===== src/rtl/tile_ctrl.sv =====
// Tile buffer controller: accepts shader pixel writes, clears the 8x8 tile and streams it out in raster order.
// Optional clear support is compiled in with the TILE_CTRL_CLEAR_EN macro.
module tile_ctrl #(
  parameter logic [23:0] CLEAR_VALUE = 24'h000000
) (
  input  logic        clk,
  input  logic        rst_n,
  input  logic        wr_valid,
  output logic        wr_ready,
  input  logic [2:0]  wr_x,
  input  logic [2:0]  wr_y,
  input  logic [23:0] wr_data,
  input  logic        clear_req,
  input  logic        flush_req,
  output logic        busy,
  output logic        done,
  output logic        pix_valid,
  input  logic        pix_ready,
  output logic [23:0] pix_data,
  output logic [2:0]  pix_x,
  output logic [2:0]  pix_y,
  output logic        pix_last,
  output logic        tile_active,
  output logic        tile_w,
  output logic        tile_r,
  output logic [2:0]  tile_x,
  output logic [2:0]  tile_y,
  output logic [2:0]  tile_wx,
  output logic [2:0]  tile_wy,
  output logic [23:0] tile_v,
  input  logic [23:0] tile_o
);

  localparam int unsigned CW        = 7;
  localparam int unsigned AW        = 6;
  localparam logic [CW-1:0] N_PIX   = CW'(64);
  localparam logic [AW-1:0] LAST_A  = AW'(63);

`ifdef TILE_CTRL_CLEAR_EN
  typedef enum logic [1:0] {S_IDLE = 2'd0, S_CLEAR = 2'd1, S_FLUSH = 2'd2} state_t;
`else
  typedef enum logic [1:0] {S_IDLE = 2'd0, S_FLUSH = 2'd2} state_t;
`endif

  state_t          r_state;
  state_t          w_next;
  logic [CW-1:0]   r_rc;
  logic            r_pv;
  logic            r_last;
  logic            r_done;
  logic [2:0]      r_px;
  logic [2:0]      r_py;
  logic            w_issue;
  logic            w_hs;
  logic            w_fin;
  logic            w_clear_end;

`ifdef TILE_CTRL_CLEAR_EN
  logic [AW-1:0]   r_wc;
  assign w_clear_end = (r_state == S_CLEAR) && (r_wc == LAST_A);
`else
  logic            w_unused_clear;
  assign w_unused_clear = clear_req ^ (^CLEAR_VALUE);
  assign w_clear_end    = 1'b0;
`endif

  // A read may issue only while addresses remain and the output slot is free or draining.
  assign w_hs    = r_pv & pix_ready;
  assign w_fin   = (r_state == S_FLUSH) & w_hs & r_last;
  assign w_issue = (r_state == S_FLUSH) & (r_rc != N_PIX) & (~r_pv | pix_ready);

  always_ff @(posedge clk or negedge rst_n) begin
    if (!rst_n) r_state <= S_IDLE;
    else        r_state <= w_next;
  end

  always_comb begin
    w_next = r_state;
    case (r_state)
      S_IDLE: begin
`ifdef TILE_CTRL_CLEAR_EN
        if (clear_req)      w_next = S_CLEAR;
        else if (flush_req) w_next = S_FLUSH;
`else
        if (flush_req)      w_next = S_FLUSH;
`endif
      end
`ifdef TILE_CTRL_CLEAR_EN
      S_CLEAR: if (w_clear_end) w_next = S_IDLE;
`endif
      S_FLUSH: if (w_fin) w_next = S_IDLE;
      default: w_next = S_IDLE;
    endcase
  end

  // Counters, scanout slot and completion pulse.
  always_ff @(posedge clk or negedge rst_n) begin
    if (!rst_n) begin
      r_rc   <= '0;
      r_pv   <= 1'b0;
      r_last <= 1'b0;
      r_done <= 1'b0;
      r_px   <= '0;
      r_py   <= '0;
`ifdef TILE_CTRL_CLEAR_EN
      r_wc   <= '0;
`endif
    end else begin
      r_done <= w_fin | w_clear_end;
      if (r_state == S_IDLE) r_rc <= '0;
      else if (w_issue)      r_rc <= CW'(r_rc + CW'(1));
`ifdef TILE_CTRL_CLEAR_EN
      if (r_state == S_CLEAR) r_wc <= AW'(r_wc + AW'(1));
      else                    r_wc <= '0;
`endif
      if (w_issue) begin
        r_pv   <= 1'b1;
        r_px   <= r_rc[2:0];
        r_py   <= r_rc[5:3];
        r_last <= (r_rc[AW-1:0] == LAST_A);
      end else if (w_hs) begin
        r_pv   <= 1'b0;
        r_last <= 1'b0;
      end
    end
  end

  assign pix_valid = r_pv;
  assign pix_last  = r_last;
  assign pix_x     = r_px;
  assign pix_y     = r_py;
  assign pix_data  = tile_o;
  assign done      = r_done;

  // Memory-side strobes are gated by rst_n so reset silences them immediately.
  always_comb begin
    wr_ready    = 1'b0;
    busy        = 1'b0;
    tile_active = 1'b0;
    tile_w      = 1'b0;
    tile_r      = 1'b0;
    tile_x      = '0;
    tile_y      = '0;
    tile_wx     = '0;
    tile_wy     = '0;
    tile_v      = '0;
    if (rst_n) begin
      tile_active = 1'b1;
      case (r_state)
        S_IDLE: begin
          wr_ready = 1'b1;
          tile_w   = wr_valid;
          tile_wx  = wr_x;
          tile_wy  = wr_y;
          tile_v   = wr_data;
        end
`ifdef TILE_CTRL_CLEAR_EN
        S_CLEAR: begin
          busy    = 1'b1;
          tile_w  = 1'b1;
          tile_wx = r_wc[2:0];
          tile_wy = r_wc[5:3];
          tile_v  = CLEAR_VALUE;
        end
`endif
        S_FLUSH: begin
          busy   = 1'b1;
          tile_r = w_issue;
          tile_x = r_rc[2:0];
          tile_y = r_rc[5:3];
        end
        default: ;
      endcase
    end
  end

endmodule

===== config.mk =====
export PLATFORM = sky130hd
export DESIGN_NAME = tile_ctrl
export DESIGN_NICKNAME = d
export VERILOG_FILES = /design/src/rtl/tile_ctrl.sv
export SDC_FILE = /design/constraint.sdc
export NUM_CORES = 1
export LEC_CHECK = 0
export BUFFER_PORTS_ARGS = -buffer_cell sky130_fd_sc_hd__buf_2
export CORE_MARGIN = 2
export CORE_UTILIZATION = 38
export DETAILED_ROUTE_END_ITERATION = 7
export PLACE_DENSITY = 0.88
export SLEW_MARGIN = 15
export SYNTH_ARGS = -nofsm -noshare
export SYNTH_HDL_FRONTEND = slang
export SYNTH_SLANG_ARGS = --single-unit

===== constraint.sdc =====
create_clock -name clk -period 2.5 [get_ports clk]
set_input_delay 0.125 -clock clk [delete_from_list [all_inputs] [get_ports clk]]
set_output_delay 0.125 -clock clk [all_outputs]
set_load 0.01 [all_outputs]

# Yosys cells after proc, flatten, opt, wreduce, memory -nomap -nowiden
# Cells that the tools add are included.
classes:
  reduce_logical: 4
  n_addsub: 1
  eq_ne: 5
  mux: 27
  bitwise_logic: 7
ops:
  columns: ["op", "n"]
  rows:
  - ["$mux W24", 2]
  - ["$mux W3", 8]
  - ["$mux W7", 2]
  - ["$mux W1", 12]
  - ["$add A7 B1 Y7 const B", 1]
  - ["$ne A7 B7 Y1 const B", 1]
  - ["$eq A6 B6 Y1 const B", 1]
  - ["$and A1 B1 Y1", 5]
  - ["$mux W2", 2]
  - ["$ne A2 B2 Y1 const B", 2]
  - ["$pmux W2 S2", 1]
  - ["$reduce_bool A2 Y1", 2]
  - ["$eq A2 B2 Y1 const B", 1]
  - ["$logic_not A2 Y1", 1]
  - ["$reduce_and A2 Y1", 1]
  - ["$not A1 Y1", 1]
  - ["$or A1 B1 Y1", 1]
word_totals:
  output_inout_bits: 74
  wordCells: 51
  in_bits: 60
  reg_bits: 18

# Logic depth before layout (Yosys ltp)
# Gate-level depths: netlist of the first run.
depth:
  ltp_word: 5
  depth_mapped: 5
  mapped_depth_nobuf: 5

# Least setup slack after synthesis of the first run
# OpenSTA, ideal clock, no wires.
synth_timing:
  kind: "register to register"
  from: "reg r_rc[3]"
  to: "reg r_px[0] (netlist: pix_x[0])"
  slack_ns: 0.810
  required_time_ns: 2.375
  stages_incl_launch_ff: 4
  synth_period_minus_slack_ns: 1.690
  path_buffers: 0
  setup_ns: 0.125
  arrival_ns: 1.565
  cell_sequence: "dfrtp_1 or4_4 o211ai_4 mux2_2"
synth_via:
  elab_chain_cells: 3
synth_rtl:
  columns: ["item", "line", "text"]
  rows:
  - ["start, declared", "47", "logic [CW-1:0] r_rc;"]
  - ["start signal, assigned", "111", "else if (w_issue) r_rc <= CW'(r_rc + CW'(1));"]
  - ["$ne A7 B7 Y1", "70", "assign w_issue = (r_state == S_FLUSH) & (r_rc != N_PIX) & (~r_pv | pix_ready);"]
  - ["$and A1 B1 Y1 (2 in a row)", "70", null]
  - ["end signal, assigned", "118", "r_px <= r_rc[2:0];"]
  - ["end, declared", "51", "logic [2:0] r_px;"]
# No other way between the ends.
# A chain may end at the register's enable or synchronous reset.

# Worst setup path in the final report of the first run
layout_timing:
  from: "reg r_rc[3]"
  to: "out tile_r"
layout_via:
  elab_chain_cells: 5
layout_rtl:
  columns: ["item", "line", "text"]
  rows:
  - ["$ne A7 B7 Y1", "70", null]
  - ["$and A1 B1 Y1 (2 in a row)", "70", null]
  - ["$mux W1", "149", "case (r_state)"]
  - ["$mux W1", "147", "if (rst_n) begin"]
  - ["end, declared", "25", "output logic tile_r,"]
# No other way between the ends.

==> qor.yml, run 1 <==
p_int_uw: 652.0
wl_met2_um: 1600
layout_common_cells: "buf_2, and2_1, dfrtp_1, nand2_1, nor2_1"
synth_cell_types: 28
finalInstanceArea_um2: 1588
synth-compound-area-share: 0.08515
finClkSkew_ns: 0.0009640
synth_simple_gate_area_share: 0.3020
via_per_inst: 4.577
clock_latency_ns: 0.28
syn_to_final_growth_pct: 25.64
vias: 1135
start_util: 0.4073
cts_tree: "yes"
total_power_uw: 1044
cts-htree-levels: 1
clock_sinks: 17
peakVddDrop_v: 0.0004436
p_seq_frac: 0.454
numCtsBuffers: 3
totalWireLength_um: 3066
drcViolationCount: 0
ys_ff_latch: 17
rows: 20
power_switching_uw: 392.0
fin_setup_tns_ns: 0
drv_slew: 0
die_h_um: 61.67
ant_nets: 0
path_class: "reg -> out"
cap_viol_max_count: 0
grt_max_degree: 33
synth_area_um2: 1264
syn_area_per_cell_um2: 8.837
gp_congestion: 0.7966
yosysSeqAreaShare: 0.3366
hold_viol: 0
status: "complete, no violations"
cts_buffer_depth: 2
synth_top_cell_by_area: "dfrtp_1"
p_per_area_nw_per_um2: 657.5
total_leakage_power_uw: 0.0009587
num_antenna_cells: 0
drt_iter0_markers: 39
core_area_um2: 3103
dp.cells: 243
endpoint_kind: "output port"
p_clk_frac: 0.137
drtPass1Iterations: 4
grt_pass1_vias: 929
grt_overflow: 0
synth_mux_area_frac: 0.07525
final_common_cell: "buf_2"
drt-met1-wl_um: 1124
drt-wirelength-per-cell_um: 12.36
pre_cts_slack_ns: 0.6864
hpwl_um: 2474
fp.dieW_um: 61.67
yosysTopAreaCellShare: 0.3366
yosys-top-cells-area: "dfrtp_1, and2_1, buf_4"
synthesis.nets: 205
start_kind: "flip-flop"
root_buffer: "clkbuf_4"
port_buffers: 84
swShare: 0.3755
antenna_found_initial: 0
fin_crit_ns: 1.888
p_comb_frac: 0.410
grt_usage: 0.1495
wl_met3_um: 309
cts.clk_slew.worst_paths_ns: 0.09
synth_top_family_by_area: "simple AND/OR/NAND/NOR gates"
placed_cell_area_um2: 1551
ios: 134
dieArea_um2: 3803
worst_slew_pin_slew_ns: 0.4035
drive_gt1_frac: 0.4804
crit_arrival_ns: 1.76
hold_class: "in -> reg"
required_ns: 2.38
synth_fa_ha_area_frac: 0.01980
topRoutingLayerUsed: "met4"
fmax_mhz: 529.7
synthCells: 143
timing.final.crit_share: 0.7551
max_slew_margin: 0.7310
setup_viol_count_final: 0
yosysWarnings: 0
nNetsFinal: 267
fin_cells: 248
synthXorXnorAreaFrac: 0
cp_max_fo: 9
grt_first_pass_wirelength_um: 4153
fin_ws_ns: 0.6122
rsz0062_at_grt: "no"
postCtsSetupRepairBufs: 0
==> per-stage QoR <==
stage               utilization  hold slack (ns)
floorplan                     -          -0.1706
global placement         0.5000           0.1074
detailed placement       0.5000           0.1135
CTS                      0.5117          0.07045
global route             0.5117          0.07524
finish                   0.5117          0.08255
==> sequential cells by signal, summed over array words and instances, names as in the netlist <==
| signal | cells |
|---|---|
| pix_valid | 1 |
| r_rc | 7 |
| pix_last | 1 |
| r_state | 1 |
| pix_x | 3 |
| pix_y | 3 |
| done | 1 |
==> cells by family after synthesis <==
logic type / Yosys count
adders and majority gates: 2
AOI/OAI and AO/OA: 13
DFF: 17
buffers and inverters: 36
and+or+nand+nor: 66
muxes: 9
==> final timing paths <==
kind                                 startpoint  depth (start not counted)  slack (ns)                      to
max reg2reg                 r_rc[3]$_DFFE_PN0P_                          3        0.66    pix_y[1]$_DFFE_PN0P_
min                                   flush_req                          3        0.08  r_state[1]$_DFFE_PN0P_
min reg2reg                pix_x[2]$_DFFE_PN0P_                          1        0.50    pix_x[2]$_DFFE_PN0P_
max in group asynchronous                 rst_n                          3        1.95   pix_valid$_DFFE_PN0P_
min in group asynchronous                 rst_n                          3        0.35    pix_x[1]$_DFFE_PN0P_
max                         r_rc[3]$_DFFE_PN0P_                          4        0.61                  tile_r
==> cell type report <==
type	instances	area, um^2
tap	44	55.05
clock buffer	4	26.28
timing repair buffer	88	452.9
sequential	17	425.4
inverter	5	18.77
fill	314	1515
multi-input combinational	90	609.3
==> per-layer routing <==
layer / GRT usage / vias to the layer above
li1: - / 565
met3: 0.04202 / 4
met5: 0 / -
met4: 0.04559 / 0
met2: 0.2602 / 53
met1: 0.1786 / 513
==> critical path, stage by stage (launching register included) <==
cell and delay (ns):
dfrtp_1 0.47, or4_4 0.59, o21ai_2 0.22, nor2_1 0.06, buf_2 0.14
==> cell usage after synthesis (all sizes together) <==
cell type  instances
and2              32
buf               25
dfrtp             17
nand2             10
clkbuf             6
nor2               6
inv                5
mux2i              5
and3               4
mux2               4
nand2b             4
o21ai              4
nor2b              3
a21oi              2
a32o               2
ha                 2
nand4              2
o211ai             2
a21boi             1
a31o               1
and4               1
nand3              1
nor4b              1
o2bb2ai            1
or3                1
or4                1
==> timing repair <==
item	in CTS	in global routing
hold buffers	1	0
hold endpoints to repair	17	0
resized for setup	0	0
==> power groups by stage <==
stage / Combinational [uW] / Sequential, uW / Clock [uW]
finish: 428 / 473 / 143
global route: 477 / 492 / 164
CTS: 434 / 472 / 149
detailed placement: 429 / 479 / 0
global placement: 416 / 471 / 0
floorplan: 301 / 477 / 0
(Power assumes the default switching activity.)
==> run 2: changes to the inputs <==
Settings changed: CORE_UTILIZATION 38 to 32, PLACE_DENSITY 0.88 to 0.79.
Clock period 2.5 ns to 1.6 ns, I/O delays scaled along.
==> qor.yml, run 2 (synthesized netlist as in run 1, its figures left out) <==
cts_tree: "yes"
fmax_mhz: 572.6
final_util: 0.4805
slowest_stage: "or4_4"
reg2reg_slack_ns: -0.14
totalWireLength_um: 3360
dp.cells: 257
numCtsBuffers: 3
hold_class: "in -> reg"
drive_gt1_frac: 0.5227
finClkSkew_ns: 0.001760
num_antenna_cells: 0
p_per_area_nw_per_um2: 1116
hold_depth: 3
total_leakage_power_uw: 0.001071
fill_cells: 355
fin_cells: 268
layout_common_cells: "buf_2, and2_1, dfrtp_1, buf_4, nand2_1"
grt_usage: 0.1341
grt_first_pass_wirelength_um: 4602
hpwl_um: 2598
fin_crit_ns: 1.746
min_to: "r_state[1]$_DFFE_PN0P_"
drt-wirelength-per-cell_um: 12.54
crit_buf_inv: 2
path_class: "reg -> out"
vias: 1206
rows: 22
crit_chain: "or4_4, buf_6, o21ai_4, nor2_1, buf_2"
antenna_found_initial: 0
r2r_cells: 5
start_util: 0.3401
required_ns: 1.52
nNetsFinal: 283
ios: 134
gp_congestion: 0.7961
largest_reg_flops: 7
drcViolationCount: 0
syn_to_final_growth_pct: 41.29
root_buffer: "clkbuf_8"
worstHoldStart: "flush_req"
fp.dieW_um: 66.84
timing.final.crit_share: 1.091
cp_max_fo: 2
top_register: "r_rc"
rsz0062_at_grt: "yes"
port_buffers: 84
dieArea_um2: 4468
status: "finished with violations"
drt_iter0_markers: 20
reg2reg_to: "r_rc[2]$_DFFE_PN0P_"
ant_nets: 0
via_per_inst: 4.500
setup_viol_count_final: 10
grt_overflow: 0
fin_ws_ns: -0.1464
final_common_cell: "buf_2"
clock_sinks: 17
drv_slew: 0
peakVddDrop_v: 0.0007282
cts_buffer_depth: 2
crit_path_max_incr_delay_ns: 0.57
crit_arrival_ns: 1.67
cts.clk_slew.worst_paths_ns: 0.07
start_kind: "flip-flop"
hold_viol: 0
clock_latency_ns: 0.25
worst_slew_pin_slew_ns: 0.3689
endpoint_kind: "output port"
violations: "negative setup slack"
core_area_um2: 3716
grt_max_degree: 33
drtPass1Iterations: 4
max_slew_margin: 0.7506
cts-htree-levels: 1
die_h_um: 66.84
cap_viol_max_count: 0
rr_startpoint: "r_rc[5]$_DFFE_PN0P_"
grt_pass1_vias: 1070
crit_family: "simple AND/OR/NAND/NOR gates"
==> run 2: cell types whose count changed in the layout (fill, tap and decap cells not counted), moves of 3 or more <==
| cell | before | now |
|---|---|---|
| clkbuf_8 | 0 | 3 |
| mux2_4 | 0 | 3 |
| mux2_2 | 4 | 1 |
| buf_6 | 0 | 4 |
| clkbuf_4 | 3 | 0 |
| buf_4 | 3 | 14 |
==> run 2: layer usage <==
layer  part of all wire  global-route usage
met5                  0                   0
met4             0.0051             0.04082
met1               0.40              0.1506
met2               0.51              0.2525
met3              0.080             0.02534
==> run 2: worst max path at each step <==
| stage | start | end | slack, ns | cells past startpoint |
|---|---|---|---|---|
| after global routing | r_rc[5]$_DFFE_PN0P_ | tile_r | -0.18 | 5 |
| after floorplan | r_rc[3]$_DFFE_PN0P_ | pix_x[0]$_DFFE_PN0P_ | -0.09 | 3 |
| after detailed placement | r_rc[4]$_DFFE_PN0P_ | pix_x[1]$_DFFE_PN0P_ | -0.11 | 3 |
| final | r_rc[5]$_DFFE_PN0P_ | tile_r | -0.15 | 5 |
| after CTS | r_rc[4]$_DFFE_PN0P_ | tile_r | -0.15 | 5 |
| after global placement | r_rc[4]$_DFFE_PN0P_ | pix_y[1]$_DFFE_PN0P_ | -0.08 | 3 |
==> run 2: final cells by class <==
class                      instances  area, um^2  share of cell area
tap                               48       60.06             0.03364
inverter                           5       18.77             0.01051
sequential                        17       425.4              0.2383
timing repair buffer             104       593.1              0.3322
multi-input combinational         90       643.1              0.3602
clock buffer                       4       45.04             0.02523
==> run 2: what timing repair did <==
item / CTS / global route
setup endpoints to repair: 7 / 15
pin swaps: 1 / 3
buffers inserted: 5 / 2
endpoints found under the hold margin: 17 / 5
hold buffers: 1 / 1
resized for setup: 7 / 8
==> run 2: through the flow <==
step | setup WS [ns] | hold WS (ns) | instance area, um^2 | total power [uW] | TNS, ns
finish | -0.1464 | 0.04709 | 1785 | 1993 | -0.9857
global route | -0.1825 | 0.08924 | 1785 | 2124 | -1.424
CTS | -0.1487 | 0.05136 | 1750 | 1962 | -0.9757
detailed placement | -0.1058 | -0.06342 | 1632 | 1548 | -0.4453
global placement | -0.07914 | -0.06722 | 1632 | 1522 | -0.3156
floorplan | -0.09000 | -0.2156 | 1264 | 1215 | -0.3600
==> run 2: power breakdown <==
part           switching (uW)  internal [uW]
sequential               86.6            586
combinational             480            516
clock                     148            177
total                     714           1280
==> run 2: worst min-delay path: stages <==
cell    delay [ns]
buf_2         0.08
nor2_1        0.03
nor2_1        0.07
==> run 3: changes to the inputs <==
Settings changed: CORE_MARGIN 2 to 4.
==> qor.yml, run 3 (synthesized netlist as in run 1, its figures left out) <==
finClkSkew_ns: 0.006329
nNetsFinal: 282
grt_pass1_vias: 1102
multi_input_area_um2: 631.9
gp_congestion: 0.8845
seq_area_um2: 425.4
drive_gt1_frac: 0.5251
cap_viol_max_count: 0
grt_overflow: 0
port_buffers: 84
fin_crit_ns: 1.747
clock_latency_ns: 0.26
die_h_um: 70.84
fp.dieW_um: 70.84
path_class: "reg -> out"
cts.clk_slew.worst_paths_ns: 0.07
final_common_cell: "buf_2"
max_slew_margin: 0.7445
status: "finished with violations"
rows: 22
hpwl_um: 2850
antenna_found_initial: 0
via_per_inst: 4.498
crit_arrival_ns: 1.67
rsz0062_at_grt: "yes"
finalInstanceArea_um2: 1762
violations: "negative setup slack"
num_antenna_cells: 0
dieArea_um2: 5018
grt_max_degree: 33
largest_reg_flops: 7
p_comb_frac: 0.490
cts_buffer_depth: 2
endpoint_kind: "output port"
numCtsBuffers: 3
cts_tree: "yes"
drt-wirelength-per-cell_um: 13.07
drtPass1Iterations: 4
total_leakage_power_uw: 0.001060
swShare: 0.3561
cp_max_fo: 2
whs_ns: 0.06965
grt_first_pass_wirelength_um: 5416
layout_common_cells: "buf_2, and2_1, dfrtp_1, buf_4, nand2_1"
clock_sinks: 17
core_area_um2: 3744
total_power_uw: 1980
grt_usage: 0.1345
drcViolationCount: 0
fin_setup_tns_ns: -0.7818
worst_slew_pin_slew_ns: 0.3780
root_buffer: "clkbuf_8"
hold_class: "in -> reg"
pre_cts_slack_ns: -0.1075
timing.final.crit_share: 1.092
peakVddDrop_v: 0.0007921
p_seq_frac: 0.341
syn_to_final_growth_pct: 39.41
power_switching_uw: 704.9
drt_iter0_markers: 5
ios: 134
fill_cells: 365
start_kind: "flip-flop"
p_per_area_nw_per_um2: 1124
required_ns: 1.52
start_util: 0.3376
cts-htree-levels: 1
vias: 1201
drv_slew: 0
fmax_mhz: 572.3
hold_viol: 0
totalWireLength_um: 3490
placed_cell_area_um2: 1632
fin_ws_ns: -0.1474
ant_nets: 0
top_register: "r_rc"
setup_viol_count_final: 8
p_clk_frac: 0.170
p_int_uw: 1275
## run 3: cell types whose count changed in the layout (fill, tap and decap cells not counted), sizes merged
cell,delta
dlymetal6s4s,-1
## run 3: metrics by stage
step,util,std cells
floorplan,-,143
global placement,0.4358,257
detailed placement,0.4358,257
CTS,0.4646,266
global route,0.4706,267
finish,0.4706,267
## run 3: power by group through the flow
| stage | Clock (uW) | Combinational (uW) | Sequential (uW) |
|---|---|---|---|
| after global placement | 0 | 855 | 669 |
| after detailed placement | 0 | 866 | 683 |
| after CTS | 335 | 967 | 673 |
| final | 336 | 970 | 674 |
| after global routing | 368 | 1080 | 693 |
| after floorplan | 0 | 471 | 745 |
## run 3: layout make-up
cell class	count	share of cell area
well taps	48	0.03409
repair buffers	103	0.3295
multi-input cells	90	0.3587
flip-flops and latches	17	0.2415
inverters	5	0.01065
clock buffers	4	0.02557
## run 3: per-layer routing
metal | share of wire | GRT usage | vias to the layer above
li1 | - | - | 597
met1 | 0.37 | 0.1500 | 526
met2 | 0.49 | 0.2358 | 66
met3 | 0.12 | 0.04403 | 12
met4 | 0.026 | 0.05219 | 0
met5 | 0 | 0 | -
## run 3: critical path, cell delays in order, from the launching register on
cell,delay (ns)
dfrtp_1,0.38
or4_4,0.56
buf_6,0.15
o21ai_4,0.14
nor2_2,0.04
buf_2,0.14
## run 3: repair_timing
action / CTS / global route
pin swaps: 2 / 3
hold buffers: 1 / 0
setup endpoints to repair: 8 / 23
setup buffers: 4 / 1
endpoints found under the hold margin: 17 / 0
resized for setup: 6 / 5
## run 3: worst paths after layout
check	from	to	slack (ns)	depth (start not counted)
setup / recovery	r_rc[4]$_DFFE_PN0P_	tile_r	-0.15	5
hold / removal	flush_req	r_state[1]$_DFFE_PN0P_	0.07	3
setup reg to reg	r_rc[4]$_DFFE_PN0P_	r_rc[2]$_DFFE_PN0P_	-0.13	5
hold reg to reg	pix_x[0]$_DFFE_PN0P_	pix_x[0]$_DFFE_PN0P_	0.51	1
max in group asynchronous	rst_n	pix_y[2]$_DFFE_PN0P_	1.13	3
min in group asynchronous	rst_n	r_rc[0]$_DFFE_PN0P_	0.28	3
